### config.mk
export PLATFORM = sky130hd
export DESIGN_NAME = uart_hex_entry_ctrl_flat
export DESIGN_NICKNAME = d
export VERILOG_FILES = /design/src/rtl/uart_hex_entry_ctrl_if.sv /design/src/rtl/uart_hex_entry_ctrl.sv /design/src/flat_wrapper.sv
export SDC_FILE = /design/constraint.sdc
export NUM_CORES = 1
export LEC_CHECK = 0
export BUFFER_PORTS_ARGS = -buffer_cell sky130_fd_sc_hd__buf_2
export CAP_MARGIN = 20
export CORE_MARGIN = 1
export CORE_UTILIZATION = 50
export DETAILED_ROUTE_END_ITERATION = 16
export PLACE_DENSITY = 0.77
export SYNTH_ARGS = -nofsm -noshare
export SYNTH_HDL_FRONTEND = slang
export SYNTH_SLANG_ARGS = --single-unit
### constraint.sdc
create_clock -name clk -period 2.4 [get_ports clk]
set_input_delay 0.24 -clock clk [delete_from_list [all_inputs] [get_ports clk]]
set_output_delay 0.24 -clock clk [all_outputs]
set_load 0.05 [all_outputs]
### src/rtl/uart_hex_entry_ctrl_if.sv
// ============================================================================
// Module   : uart_hex_entry_ctrl_if
// Purpose  : UART byte input and display/entry status bundle for the hex-entry controller
// Revision : 1.0
// ============================================================================
`default_nettype none

interface uart_hex_entry_ctrl_if;
  logic [7:0]  uart_data;
  logic        flag_complete;
  logic [15:0] data;
  logic [15:0] pending;
  logic [2:0]  digit_count;
  logic [7:0]  err_count;
  logic        commit;
  logic        timeout;

  modport master (
    output uart_data, flag_complete,
    input  data, pending, digit_count, err_count, commit, timeout
  );

  modport slave (
    input  uart_data, flag_complete,
    output data, pending, digit_count, err_count, commit, timeout
  );
endinterface

`default_nettype wire

### src/rtl/uart_hex_entry_ctrl.sv
// ============================================================================
// Module   : uart_hex_entry_ctrl
// Purpose  : ASCII hex-entry command decoder: assembles up to 4 digits, commits on CR
// Revision : 1.0
// ============================================================================
`default_nettype none

module uart_hex_entry_ctrl #(
  parameter logic [15:0] RESET_VALUE = 16'hAA00,
  parameter int          TIMEOUT     = 48_000_000
) (
  input  wire logic           clk,
  input  wire logic           rst,
  uart_hex_entry_ctrl_if.slave bus
);

  localparam int                   c_TIMER_W    = (TIMEOUT > 1) ? $clog2(TIMEOUT) : 1;
  localparam logic [c_TIMER_W-1:0] c_TIMER_LAST = c_TIMER_W'(TIMEOUT - 1);
  localparam logic [7:0]           c_CR         = 8'h0D;
  localparam logic [7:0]           c_BS         = 8'h08;
  localparam logic [7:0]           c_ESC        = 8'h1B;

  typedef enum logic [1:0] {
    S_IDLE  = 2'd0,
    S_ENTRY = 2'd1,
    S_FULL  = 2'd2
  } state_t;

  state_t               r_state;
  logic [2:0]           r_sync;
  logic [15:0]          r_data;
  logic [15:0]          r_pending;
  logic [2:0]           r_count;
  logic [7:0]           r_err;
  logic                 r_commit;
  logic                 r_timeout;
  logic [c_TIMER_W-1:0] r_timer;

  logic                 w_event;
  logic                 w_is_hex;
  logic [3:0]           w_nibble;

  // uart_data needs no synchroniser: it is held stable for the whole frame
  assign w_event = r_sync[1] & ~r_sync[2];

  always_comb begin
    w_is_hex = 1'b0;
    w_nibble = 4'd0;
    if (bus.uart_data >= 8'h30 && bus.uart_data <= 8'h39) begin
      w_is_hex = 1'b1;
      w_nibble = bus.uart_data[3:0];
    end else if ((bus.uart_data >= 8'h41 && bus.uart_data <= 8'h46) ||
                 (bus.uart_data >= 8'h61 && bus.uart_data <= 8'h66)) begin
      w_is_hex = 1'b1;
      w_nibble = bus.uart_data[3:0] + 4'd9;
    end
  end

  always_ff @(posedge clk or posedge rst) begin
    if (rst) begin
      r_state   <= S_IDLE;
      r_sync    <= 3'b000;
      r_data    <= RESET_VALUE;
      r_pending <= 16'h0000;
      r_count   <= 3'd0;
      r_err     <= 8'd0;
      r_commit  <= 1'b0;
      r_timeout <= 1'b0;
      r_timer   <= '0;
    end else begin
      r_sync    <= {r_sync[1:0], bus.flag_complete};
      r_commit  <= 1'b0;
      r_timeout <= 1'b0;

      if (w_event) begin
        // A byte landing on the expiry cycle takes precedence over the timeout
        r_timer <= '0;
        if (w_is_hex) begin
          if (r_state == S_FULL) begin
            if (r_err != 8'hFF) r_err <= r_err + 8'd1;
          end else begin
            r_pending <= {r_pending[11:0], w_nibble};
            r_count   <= r_count + 3'd1;
            r_state   <= (r_count == 3'd3) ? S_FULL : S_ENTRY;
          end
        end else begin
          case (bus.uart_data)
            c_CR: begin
              if (r_state != S_IDLE) begin
                r_data    <= r_pending;
                r_commit  <= 1'b1;
                r_pending <= 16'h0000;
                r_count   <= 3'd0;
                r_state   <= S_IDLE;
              end
            end
            c_BS: begin
              if (r_state != S_IDLE) begin
                r_pending <= r_pending >> 4;
                r_count   <= r_count - 3'd1;
                r_state   <= (r_count == 3'd1) ? S_IDLE : S_ENTRY;
              end
            end
            c_ESC: begin
              r_pending <= 16'h0000;
              r_count   <= 3'd0;
              r_state   <= S_IDLE;
            end
            default: begin
              if (r_err != 8'hFF) r_err <= r_err + 8'd1;
            end
          endcase
        end
      end else if (r_state == S_IDLE) begin
        r_timer <= '0;
      end else if (r_timer == c_TIMER_LAST) begin
        r_timer   <= '0;
        r_pending <= 16'h0000;
        r_count   <= 3'd0;
        r_state   <= S_IDLE;
        r_timeout <= 1'b1;
      end else begin
        r_timer <= r_timer + 1'b1;
      end
    end
  end

  assign bus.data        = r_data;
  assign bus.pending     = r_pending;
  assign bus.digit_count = r_count;
  assign bus.err_count   = r_err;
  assign bus.commit      = r_commit;
  assign bus.timeout     = r_timeout;

endmodule

`default_nettype wire
### src/flat_wrapper.sv
// flat-port wrapper written by rule: the top's interface ports become plain ports
module uart_hex_entry_ctrl_flat 
#(
  parameter logic [15:0] RESET_VALUE = 16'hAA00,
  parameter int          TIMEOUT     = 48_000_000
)
  (clk, rst, bus_uart_data, bus_flag_complete, bus_data, bus_pending, bus_digit_count, bus_err_count, bus_commit, bus_timeout);
  uart_hex_entry_ctrl_if bus_i ();
  input  wire logic clk;
  input  wire logic rst;
  input wire logic [$bits(bus_i.uart_data)-1:0] bus_uart_data;
  input wire logic [$bits(bus_i.flag_complete)-1:0] bus_flag_complete;
  output wire logic [$bits(bus_i.data)-1:0] bus_data;
  output wire logic [$bits(bus_i.pending)-1:0] bus_pending;
  output wire logic [$bits(bus_i.digit_count)-1:0] bus_digit_count;
  output wire logic [$bits(bus_i.err_count)-1:0] bus_err_count;
  output wire logic [$bits(bus_i.commit)-1:0] bus_commit;
  output wire logic [$bits(bus_i.timeout)-1:0] bus_timeout;
  assign bus_i.uart_data = bus_uart_data;
  assign bus_i.flag_complete = bus_flag_complete;
  assign bus_data = bus_i.data;
  assign bus_pending = bus_i.pending;
  assign bus_digit_count = bus_i.digit_count;
  assign bus_err_count = bus_i.err_count;
  assign bus_commit = bus_i.commit;
  assign bus_timeout = bus_i.timeout;
  uart_hex_entry_ctrl #(.RESET_VALUE(RESET_VALUE), .TIMEOUT(TIMEOUT)) u_core (.clk(clk), .rst(rst), .bus(bus_i));
endmodule
==> results by group, run 1 <==
Run status
  – Run status: finished, final reports clean

Finish
  – Final core occ: 61.2%
  – Highest-count cells in the layout ignoring fill and taps: 72 x dfrtp_1, 55 x buf_2, 33 x nor2_1, 17 x xnor2_1, 16 x mux2_2
  – Most common cell after layout, fill and taps aside: dfrtp_1
  – Area Overhead vs Synth: 16.5%
  – Net count, final: 425
  – Antenna cells: 0
  – Share of layout cells above drive strength 1: 30.1%

Clock tree
  – TritonCTS Buffers: 9
  – Htree depth: 3
  – CTS root buffer: clkbuf_8
  – PostCTS Resize Cnt: 0
  – Longest Clk Path Bufs: 2
  – CTS tree: done
  – Hold buffer count at cts: 2
  – # clock sinks: 76
  – Post-CTS setup buffer count: 0
  – Clock transition at path regs: 90 ps
  – Clock Latency Late Sink: 350 ps

Die
  – Initial core utilization: 52.5%
  – Die Area: 8090 um^2
  – Die extent in y: 90.0 um
  – Die X: 90.0 um
  – Row count: 31
  – Core ar.: 7370 um^2
  – IO Pins: 56

Worst hold path
  – Hold Crit Endpoint: u_core.bus.commit
  – Cells on Worst Hold Path: 2
  – Hold crit path type: in -> reg
  – Hold_sp: bus_uart_data[4]

Power and ir drop
  – Logic gate share of total power: 20.1%
  – Static leakage: 2.01 nW
  – Switching share of total power: 33.1%
  – Sw Pwr: 0.991 mW
  – Power per cell area: 665 nW/um^2
  – Maximum vdd drop: 0.306 mV
  – Sequential fraction of design power: 48.4%
  – Cell-internal power: 2.01 mW
  – Clock share of power: 31.5%

STA
  – Final hold viol count: 0
  – Period utilization: 87.6%
  – Worst Clk Skew: 12.0 ps
  – Final Max Slew Viols: 0
  – RSZ-0062 raised after global routing: no
  – Max frequency: 476 MHz
  – Worst Tran Pin Value: 687 ps
  – Slew HR: 54.1%
  – Final TNS setup: 0 ps
  – Hold WS: 271 ps
  – Final Critical Period: 2100 ps
  – Final Setup Violations: 0

Yosys
  – XOR/XNOR Fraction of Synth Area: 7.24%
  – Syn Inst Count: 335
  – Seq/Total Area, Yosys: 49.3%
  – Synth cell types: 61
  – Simple-gate share of the synthesized area: 18.3%
  – Yosys warning total: 0
  – Top FF cell, synth: dfrtp_1
  – Synthesized area: 3870 um^2
  – Syn avg cell area: 11.5 um^2
  – Number of flops mapped to enable cells by yosys: 0
  – Combinational family with the most area after synthesis: simple AND/OR/NAND/NOR gates
  – Mux cell area share after synthesis: 5.56%
  – Synth Area in Compound Gates: 12.9%
  – Synth Area in Adders: 3.23%
  – Async SR Flop Fraction: 100%
  – Mapped Nets: 356
  – Number of synthesized register bits: 76

Routing
  – DRT Wirelength: 7890 um
  – Vias: 2,868
  – Drt drc: 0
  – Post-DRT Antenna Nets: 0
  – Drt pass-1 iters: 4
  – Iter 0 DRT Violations: 225
  – WL/cell: 15.5 um
  – Routed vias/inst: 5.65

Worst setup path
  – FF-to-FF End: u_core.bus.err_count[1]
  – Crit path launch type: flip-flop
  – Crit Reg-Reg Startpoint: u_core.bus.err_count[0]
  – Critical path class: reg -> reg
  – Kind of end point of the critical path: flip-flop
  – R2R cell count: 5
  – Top fanout value on the critical path: 6
  – Arrival time worst endpoint: 2340 ps
  – Reg2Reg Setup Slack: 300 ps
  – WP data required: 2630 ps

Global routing
  – Total track usage: 21.0%
  – Number of global-route vias before repair: 2,743
  – First-pass GRT wire length: 13,500 um
  – Total grt overflow: 0
  – Pin count of the biggest net entering global routing: 39
  – Initial antenna violation count: 0

Place
  – Final GP Congestion: 0.821
  – Port-buffer cells: 55
  – Detailed placement HPWL: 5500 um

Job
  – Max_cap viols: 0
power by group through the flow:
stage	logic, mW	registers (mW)	clock network, mW
after floorplan	0.202	1.72	0
after global placement	0.593	1.47	0
after detailed placement	0.605	1.48	0
after CTS	0.609	1.45	0.962
after global routing	0.643	1.47	1.02
final	0.603	1.45	0.945
through the flow:
step / setup WS, ps / instance area, um^2 / power (mW) / std cells
final: 298 / 4510 / 3.00 / 508
after global routing: 123 / 4510 / 3.13 / 508
after CTS: 302 / 4510 / 3.02 / 508
after detailed placement: 144 / 4300 / 2.08 / 490
after global placement: 237 / 4300 / 2.06 / 490
after floorplan: 228 / 3870 / 1.92 / 335
cell usage after synthesis, types with 3 or more instances:
| library cell | n | area [um^2] |
|---|---|---|
| o2bb2ai_2 | 3 | 45.0 |
| dfstp_2 | 4 | 105 |
| and4_1 | 5 | 43.8 |
| dfrtp_1 | 72 | 1800 |
| xnor2_1 | 17 | 149 |
| xor2_1 | 15 | 131 |
| o2bb2ai_1 | 12 | 105 |
| nand2_1 | 15 | 56.3 |
| buf_2 | 3 | 15.0 |
| buf_6 | 6 | 67.6 |
| a22o_1 | 4 | 35.0 |
| nor4_1 | 11 | 68.8 |
| a21oi_1 | 6 | 30.0 |
| mux2_2 | 16 | 180 |
| nor2_1 | 33 | 124 |
| a22oi_1 | 11 | 82.6 |
| inv_1 | 10 | 37.5 |
| nor2b_1 | 4 | 25.0 |
| nor3_1 | 9 | 45.0 |
| ha_1 | 10 | 125 |
| and3_1 | 4 | 25.0 |
| nand4_1 | 9 | 56.3 |
| nand3_1 | 10 | 50.1 |
how the worst max path moves through the flow:
| stage | start | endpoint |
|---|---|---|
| final | u_core.bus.err_count[0] | u_core.bus.err_count[1] |
| after global routing | u_core.bus.err_count[0] | u_core.bus.err_count[1] |
| after CTS | u_core.bus.err_count[0] | u_core.bus.err_count[1] |
| after detailed placement | bus_uart_data[0] | u_core.bus.pending[8] |
| after global placement | bus_uart_data[0] | u_core.bus.pending[1] |
| after floorplan | rst | u_core.bus.commit |
routing by layer:
metal | part of all wire (%) | routed length (um) | global-route usage [%]
met2 | 45 | 3590 | 31.0
met1 | 47 | 3750 | 29.6
met3 | 5.1 | 401 | 4.82
met4 | 2.0 | 155 | 9.41
met5 | 0 | 0 | 0
logic make-up (layout without fill, tap and decap cells):
group / after synthesis / after routing
DFF: 76 / 76
and+or+nand+nor: 120 / 120
adders and majority gates: 10 / 10
buffers and inverters: 21 / 95
xor gates and xnor gates: 32 / 32
AOI/OAI and AO/OA: 57 / 57
muxes: 19 / 19
flip-flops by register name (all words and copies together) (netlist names):
signal                  count
u_core.r_timer             26
u_core.bus.err_count        8
u_core.bus.commit           1
u_core.r_state              2
u_core.bus.timeout          1
u_core.r_sync               3
u_core.bus.digit_count      3
u_core.bus.pending         16
u_core.bus.data            16
cell type report:
| type | count | area, um^2 |
|---|---|---|
| fillers | 626 | 2860 |
| flip-flops and latches | 76 | 1910 |
| multi-input cells | 238 | 1830 |
| repair buffers | 69 | 423 |
| clock buffers | 11 | 131 |
| well taps | 99 | 124 |
| clock inverters | 5 | 53.8 |
| inverters | 10 | 37.5 |
critical path, stage by stage (launching register included):
cell and delay, ps:
dfrtp_1 440, ha_1 250, and2_1 180, a41oi_1 430, nor3b_2 350, mux2_4 330
No activity file was read; power rests on OpenSTA's default activity.
==> run 2, diff against run 1 <==
Settings changed: CTS_BUF_LIST from default to sky130_fd_sc_hd__clkbuf_4 sky130_fd_sc_hd__clkbuf_8 sky130_fd_sc_hd__clkbuf_16.
==> run 2 against run 1 <==
  * Clock power is 2.4% higher
  * Die area stayed put
  * Sequential share of layout area is 0.070 points lower
  * Global-route usage stayed put
  * Register-to-register slack hardly changed
  * First-iteration DRC count is 19% lower
  * Critical path type unchanged
  * Largest cell class unchanged
  * Largest power group unchanged
==> results by group, run 2 (synthesis results as in run 1) <==
Global routing
  – Busiest grt layer: met2
  – Pin count of the biggest net entering global routing: 39 (unchanged)
  – Total track usage: 21.0% (unchanged)
  – Met3 Use GR: 4.82% (unchanged)
  – First-pass GRT wire length: 13,500 um (about the same)
  – Initial antenna violation count: 0 (unchanged)
  – Met1 Use GR: 29.5% (-0.056 points)
  – Number of global-route vias before repair: 2,748 (+0.18%)
  – Total grt overflow: 0 (unchanged)
  – Met2 GRT Util: 31.1% (+0.064 points)

Die
  – Row count: 31 (unchanged)
  – Die extent in y: 90.0 um (unchanged)
  – Core ar.: 7370 um^2 (unchanged)
  – IO Pins: 56 (unchanged)
  – Die X: 90.0 um (unchanged)
  – Initial core utilization: 52.5% (unchanged)
  – Die Area: 8090 um^2 (unchanged)

Finish
  – Final core occ: 61.3% (+0.10 points)
  – Highest-count cells in the layout ignoring fill and taps: 72 x dfrtp_1, 55 x buf_2, 33 x nor2_1, 17 x xnor2_1, 16 x mux2_2
  – Area Overhead vs Synth: 16.7%
  – Share of layout cells above drive strength 1: 30.6% (+0.49 points)
  – Max FFs per register: 26 (unchanged)
  – Most common cell after layout, fill and taps aside: dfrtp_1
  – Antenna cells: 0 (unchanged)
  – Non-filler instance count after layout: 508 (unchanged)
  – Finished Cell Area: 4510 um^2 (+0.17%)
  – Net count, final: 425 (unchanged)
  – Top reg by flops: u_core.r_timer

STA
  – Final Max Slew Viols: 0 (unchanged)
  – Final hold viol count: 0 (unchanged)
  – Worst Tran Pin Value: 686 ps (-0.947 ps)
  – Final Critical Period: 2110 ps (+8.97 ps)
  – RSZ-0062 raised after global routing: no
  – Final Setup Violations: 0 (unchanged)
  – Max frequency: 474 MHz (-0.42%)
  – Post-route worst setup slack: 289 ps (-8.97 ps)
  – Hold WS: 271 ps (-0.0150 ps)
  – Slew HR: 54.2% (+0.063 points)
  – Final TNS setup: 0 ps (unchanged)
  – Period utilization: 87.9% (+0.37 points)
  – Worst Clk Skew: 14.0 ps (+1.92 ps)

Power and ir drop
  – Logic gate share of total power: 20.0% (about the same)
  – Sw Pwr: 0.993 mW (+0.16%)
  – Sequential fraction of design power: 48.0% (-0.4 points)
  – Cell-internal power: 2.03 mW (+1.1%)
  – Switching share of total power: 32.9% (-0.21 points)
  – Static leakage: 2.01 nW (+0.34%)
  – Power per cell area: 669 nW/um^2 (+0.64%)
  – Clock share of power: 32.0% (+0.5 points)
  – Total power: 3.02 mW (+0.81%)
  – Maximum vdd drop: 0.309 mV (+0.95%)

Worst setup path
  – Reg2Reg Setup Slack: 290 ps (about the same)
  – Arrival time worst endpoint: 2350 ps (about the same)
  – Top fanout value on the critical path: 6 (unchanged)
  – R2R cell count: 5 (unchanged)
  – Kind of end point of the critical path: flip-flop
  – Crit Reg-Reg Startpoint: u_core.bus.err_count[0]
  – Critical path class: reg -> reg
  – WP data required: 2640 ps (about the same)
  – Crit path launch type: flip-flop
  – Worst Setup SP: u_core.bus.err_count[0]

Clock tree
  – TritonCTS Buffers: 9 (unchanged)
  – Clock transition at path regs: 90 ps (about the same)
  – Clock Latency Late Sink: 360 ps (about the same)
  – # clock sinks: 76 (unchanged)
  – CTS tree: done
  – Longest Clk Path Bufs: 2 (unchanged)
  – Htree depth: 3 (unchanged)
  – CTS root buffer: clkbuf_8

Routing
  – WL/cell: 15.5 um (about the same)
  – Drt drc: 0 (unchanged)
  – Drt pass-1 iters: 4 (unchanged)
  – Post-DRT Antenna Nets: 0 (unchanged)
  – DRT Wirelength: 7890 um (about the same)
  – Iter 0 DRT Violations: 183 (-19%)
  – Vias: 2,875 (+0.24%)
  – Routed vias/inst: 5.66 (+0.24%)

Place
  – Post-Place Cells: 490 (unchanged)
  – Post-DP Area: 4300 um^2 (unchanged)
  – Detailed placement HPWL: 5500 um (unchanged)
  – Final GP Congestion: 0.821 (unchanged)
  – Place WS: 144 ps (unchanged)
  – Port-buffer cells: 55 (unchanged)

Run status
  – Run status: finished, final reports clean

Worst hold path
  – Cells on Worst Hold Path: 2 (unchanged)
  – Hold crit path type: in -> reg
  – Hold_sp: bus_uart_data[4]

Job
  – Max_cap viols: 0 (unchanged)
==> run 2: metal layers <==
layer / part of all wire (%) / vias to the layer above / routed length [um]
met5: 0 / - / 0
met4: 2.0 / 0 / 155
met3: 5.4 / 13 / 424
met2: 46 / 82 / 3590
met1: 47 / 1415 / 3710
li1: - / 1365 / -
==> run 2: power groups by stage <==
stage | clock [mW] | combinational, mW | sequential [mW]
6_report | 0.968 | 0.603 | 1.45
5_1_grt | 1.04 | 0.643 | 1.47
4_1_cts | 0.986 | 0.609 | 1.45
3_5_place_dp | 0 | 0.605 | 1.48
3_3_place_gp | 0 | 0.593 | 1.47
2_1_floorplan | 0 | 0.202 | 1.72
==> run 2: layout make-up <==
type / count / area, um^2
inverters: 10 / 37.5
repair buffers: 69 / 423
multi-input cells: 238 / 1830
fillers: 627 / 2860
flip-flops and latches: 76 / 1910
well taps: 99 / 124
clock buffers: 11 / 139
clock inverters: 5 / 53.8
==> run 2: critical path, cell delays in order (launching register included) <==
cell and delay, ps:
dfrtp_1 450, ha_1 250, and2_1 180, a41oi_1 430, nor3b_2 350, mux2_4 330
==> run 2: what timing repair did <==
item,CTS,global route
resized for setup,0,0
hold buffers,2,0
setup endpoints to repair,0,0
setup buffers,0,0
hold endpoints to repair,19,0
==> run 2: worst paths after layout <==
path,to
setup / recovery,u_core.bus.err_count[1]
hold / removal,u_core.bus.commit
setup reg to reg,u_core.bus.err_count[1]
hold reg to reg,u_core.r_sync[1]
max in group asynchronous,u_core.bus.data[15]
min in group asynchronous,u_core.bus.data[4]
==> run 3, diff against run 2 <==
Clock period 2.4 ns to 2.1 ns, I/O delays scaled along.
==> run 3 against run 2 <==
  * Sequential power grew 15%
  * Register-to-register slack worse by 80 ps
  * Core utilization rose by 1.6 points
  * Critical path depth rose by 4
  * Clock power is 7% higher
==> results by group, run 3 (synthesis results as in run 1) <==
Run status
  – Run status: finished, final reports clean

Global routing
  – Total track usage: 21.3% (+0.28 points)
  – Pin count of the biggest net entering global routing: 77 (+97%)
  – Number of global-route vias before repair: 2,925 (+6.4%)
  – Initial antenna violation count: 0 (unchanged)
  – First-pass GRT wire length: 13,900 um (+3.3%)
  – Total grt overflow: 0 (unchanged)

Worst setup path
  – WP data required: 2300 ps (-340 ps)
  – Arrival time worst endpoint: 2130 ps (-220 ps)
  – Critical path class: in -> reg
  – Kind of end point of the critical path: flip-flop
  – Crit path launch type: input port
  – Top fanout value on the critical path: 15 (+9)

Finish
  – Max FFs per register: 26 (unchanged)
  – Fillers: 588 (-6.2%)
  – Finished Cell Area: 4630 um^2 (+2.6%)
  – Highest-count cells in the layout ignoring fill and taps: 71 x dfrtp_1, 55 x buf_2, 33 x nor2_1, 20 x buf_4, 17 x xnor2_1
  – Top reg by flops: u_core.r_timer
  – Net count, final: 438 (+3.1%)
  – Antenna cells: 0 (unchanged)
  – Share of layout cells above drive strength 1: 32.9% (+2.4 points)
  – Most common cell after layout, fill and taps aside: dfrtp_1
  – Area Overhead vs Synth: 19.8%

Place
  – Port-buffer cells: 55 (unchanged)
  – Detailed placement HPWL: 5530 um (+0.60%)
  – Post-DP Area: 4430 um^2 (+3.0%)
  – Final GP Congestion: 0.803 (-2.2%)

Clock tree
  – Clock Latency Late Sink: 350 ps (about the same)
  – # clock sinks: 76 (unchanged)
  – CTS root buffer: clkbuf_8
  – Htree depth: 3 (unchanged)
  – TritonCTS Buffers: 9 (unchanged)
  – PostCTS Resize Cnt: 0 (unchanged)
  – Longest Clk Path Bufs: 2 (unchanged)
  – CTS tree: done
  – Post-CTS setup buffer count: 0 (unchanged)
  – Clock transition at path regs: 70 ps (-20 ps)

Die
  – Die X: 90.0 um (unchanged)
  – Core ar.: 7370 um^2 (unchanged)
  – Die Area: 8090 um^2 (unchanged)
  – IO Pins: 56 (unchanged)
  – Initial core utilization: 52.5% (unchanged)
  – Row count: 31 (unchanged)
  – Die extent in y: 90.0 um (unchanged)

Routing
  – Routed vias/inst: 5.60 (-1.0%)
  – Drt pass-1 iters: 4 (unchanged)
  – WL/cell: 15.6 um (+0.27%)
  – DRT Wirelength: 8110 um (+2.8%)
  – Drt drc: 0 (unchanged)
  – Post-DRT Antenna Nets: 0 (unchanged)
  – Iter 0 DRT Violations: 148 (-19%)
  – Vias: 2,919 (+1.5%)

STA
  – Final Max Slew Viols: 0 (unchanged)
  – Final Critical Period: 1930 ps
  – RSZ-0062 raised after global routing: no
  – Worst Clk Skew: 12.8 ps (-1.17 ps)
  – Worst Tran Pin Value: 716 ps (+29.4 ps)
  – Max frequency: 518 MHz
  – Final hold viol count: 0 (unchanged)
  – Final Setup Violations: 0 (unchanged)
  – Slew HR: 52.2% (-2.0 points)
  – Final TNS setup: 0 ps (unchanged)
  – Period utilization: 91.9%
  – Hold WS: 250 ps (-21.4 ps)

Power and ir drop
  – Power per cell area: 735 nW/um^2 (+9.8%)
  – Maximum vdd drop: 0.304 mV (-1.6%)
  – Total power: 3.41 mW (+13%)
  – Static leakage: 2.07 nW (+2.6%)

Job
  – Max_cap viols: 0 (unchanged)

Worst hold path
  – Hold crit path type: in -> reg
[run 3: changes by cell type in the layout (fill, tap and decap cells not counted), sizes merged]
cell / delta
buf: +13
bufinv: -1
clkbuf: +1
clkinv: -2
clkinvlp: +3
inv: -1
[run 3: final timing paths]
kind,start,endpoint,slack (ps),depth (start not counted)
max reg2reg,u_core.r_timer[0],u_core.r_timer[10],210,7
max in group asynchronous,rst,u_core.bus.data[13],1240,4
min in group asynchronous,rst,u_core.r_timer[22],520,4
min reg2reg,u_core.r_sync[0],u_core.r_sync[1],350,0
min,bus_uart_data[4],u_core.bus.commit,250,2
max,bus_uart_data[1],u_core.bus.pending[1],170,9
[run 3: final cells by class]
class	instances	area, um^2	area share (%)
Sequential cell	76	1910	41.2
Inverter	10	41.3	0.891
Clock buffer	12	159	3.43
Multi-Input combinational cell	238	1830	39.5
Timing Repair Buffer	82	546	11.8
Tap cell	99	124	2.67
Clock inverter	4	25.0	0.540
[run 3: worst max-delay path: stages]
cell and delay (ps):
buf_2 100, inv_1 60, ha_1 210, or3b_1 380, buf_4 150, o311ai_4 120
a211oi_2 160, nor2_2 600, o2bb2ai_1 130
[run 3: report_power, final]
group          internal, mW  switching, mW
logic                 0.206          0.497
clock network         0.503          0.534
registers              1.55          0.112
[run 3: metal layers]
metal	global-route usage [%]	routed length, um	vias to the layer above
met2	32.9	3830	57
met5	0	0	-
met1	29.1	3850	1454
li1	-	-	1398
met4	9.68	132	0
met3	4.06	300	10
[run 3: timing repair]
item                                    CTS  global route
hold endpoints to repair                 73             0
endpoints found under the setup margin    0             0
hold buffers                              2             0
[run 3: metrics by stage]
| stage | worst slack [ps] | utilization [%] | instances |
|---|---|---|---|
| after floorplan | -24.3 | - | 335 |
| after global placement | -29.7 | 60.1 | 503 |
| after detailed placement | -173 | 60.1 | 503 |
| after CTS | 184 | 62.9 | 521 |
| after global routing | 21.7 | 62.9 | 521 |
| final | 170 | 62.9 | 521 |
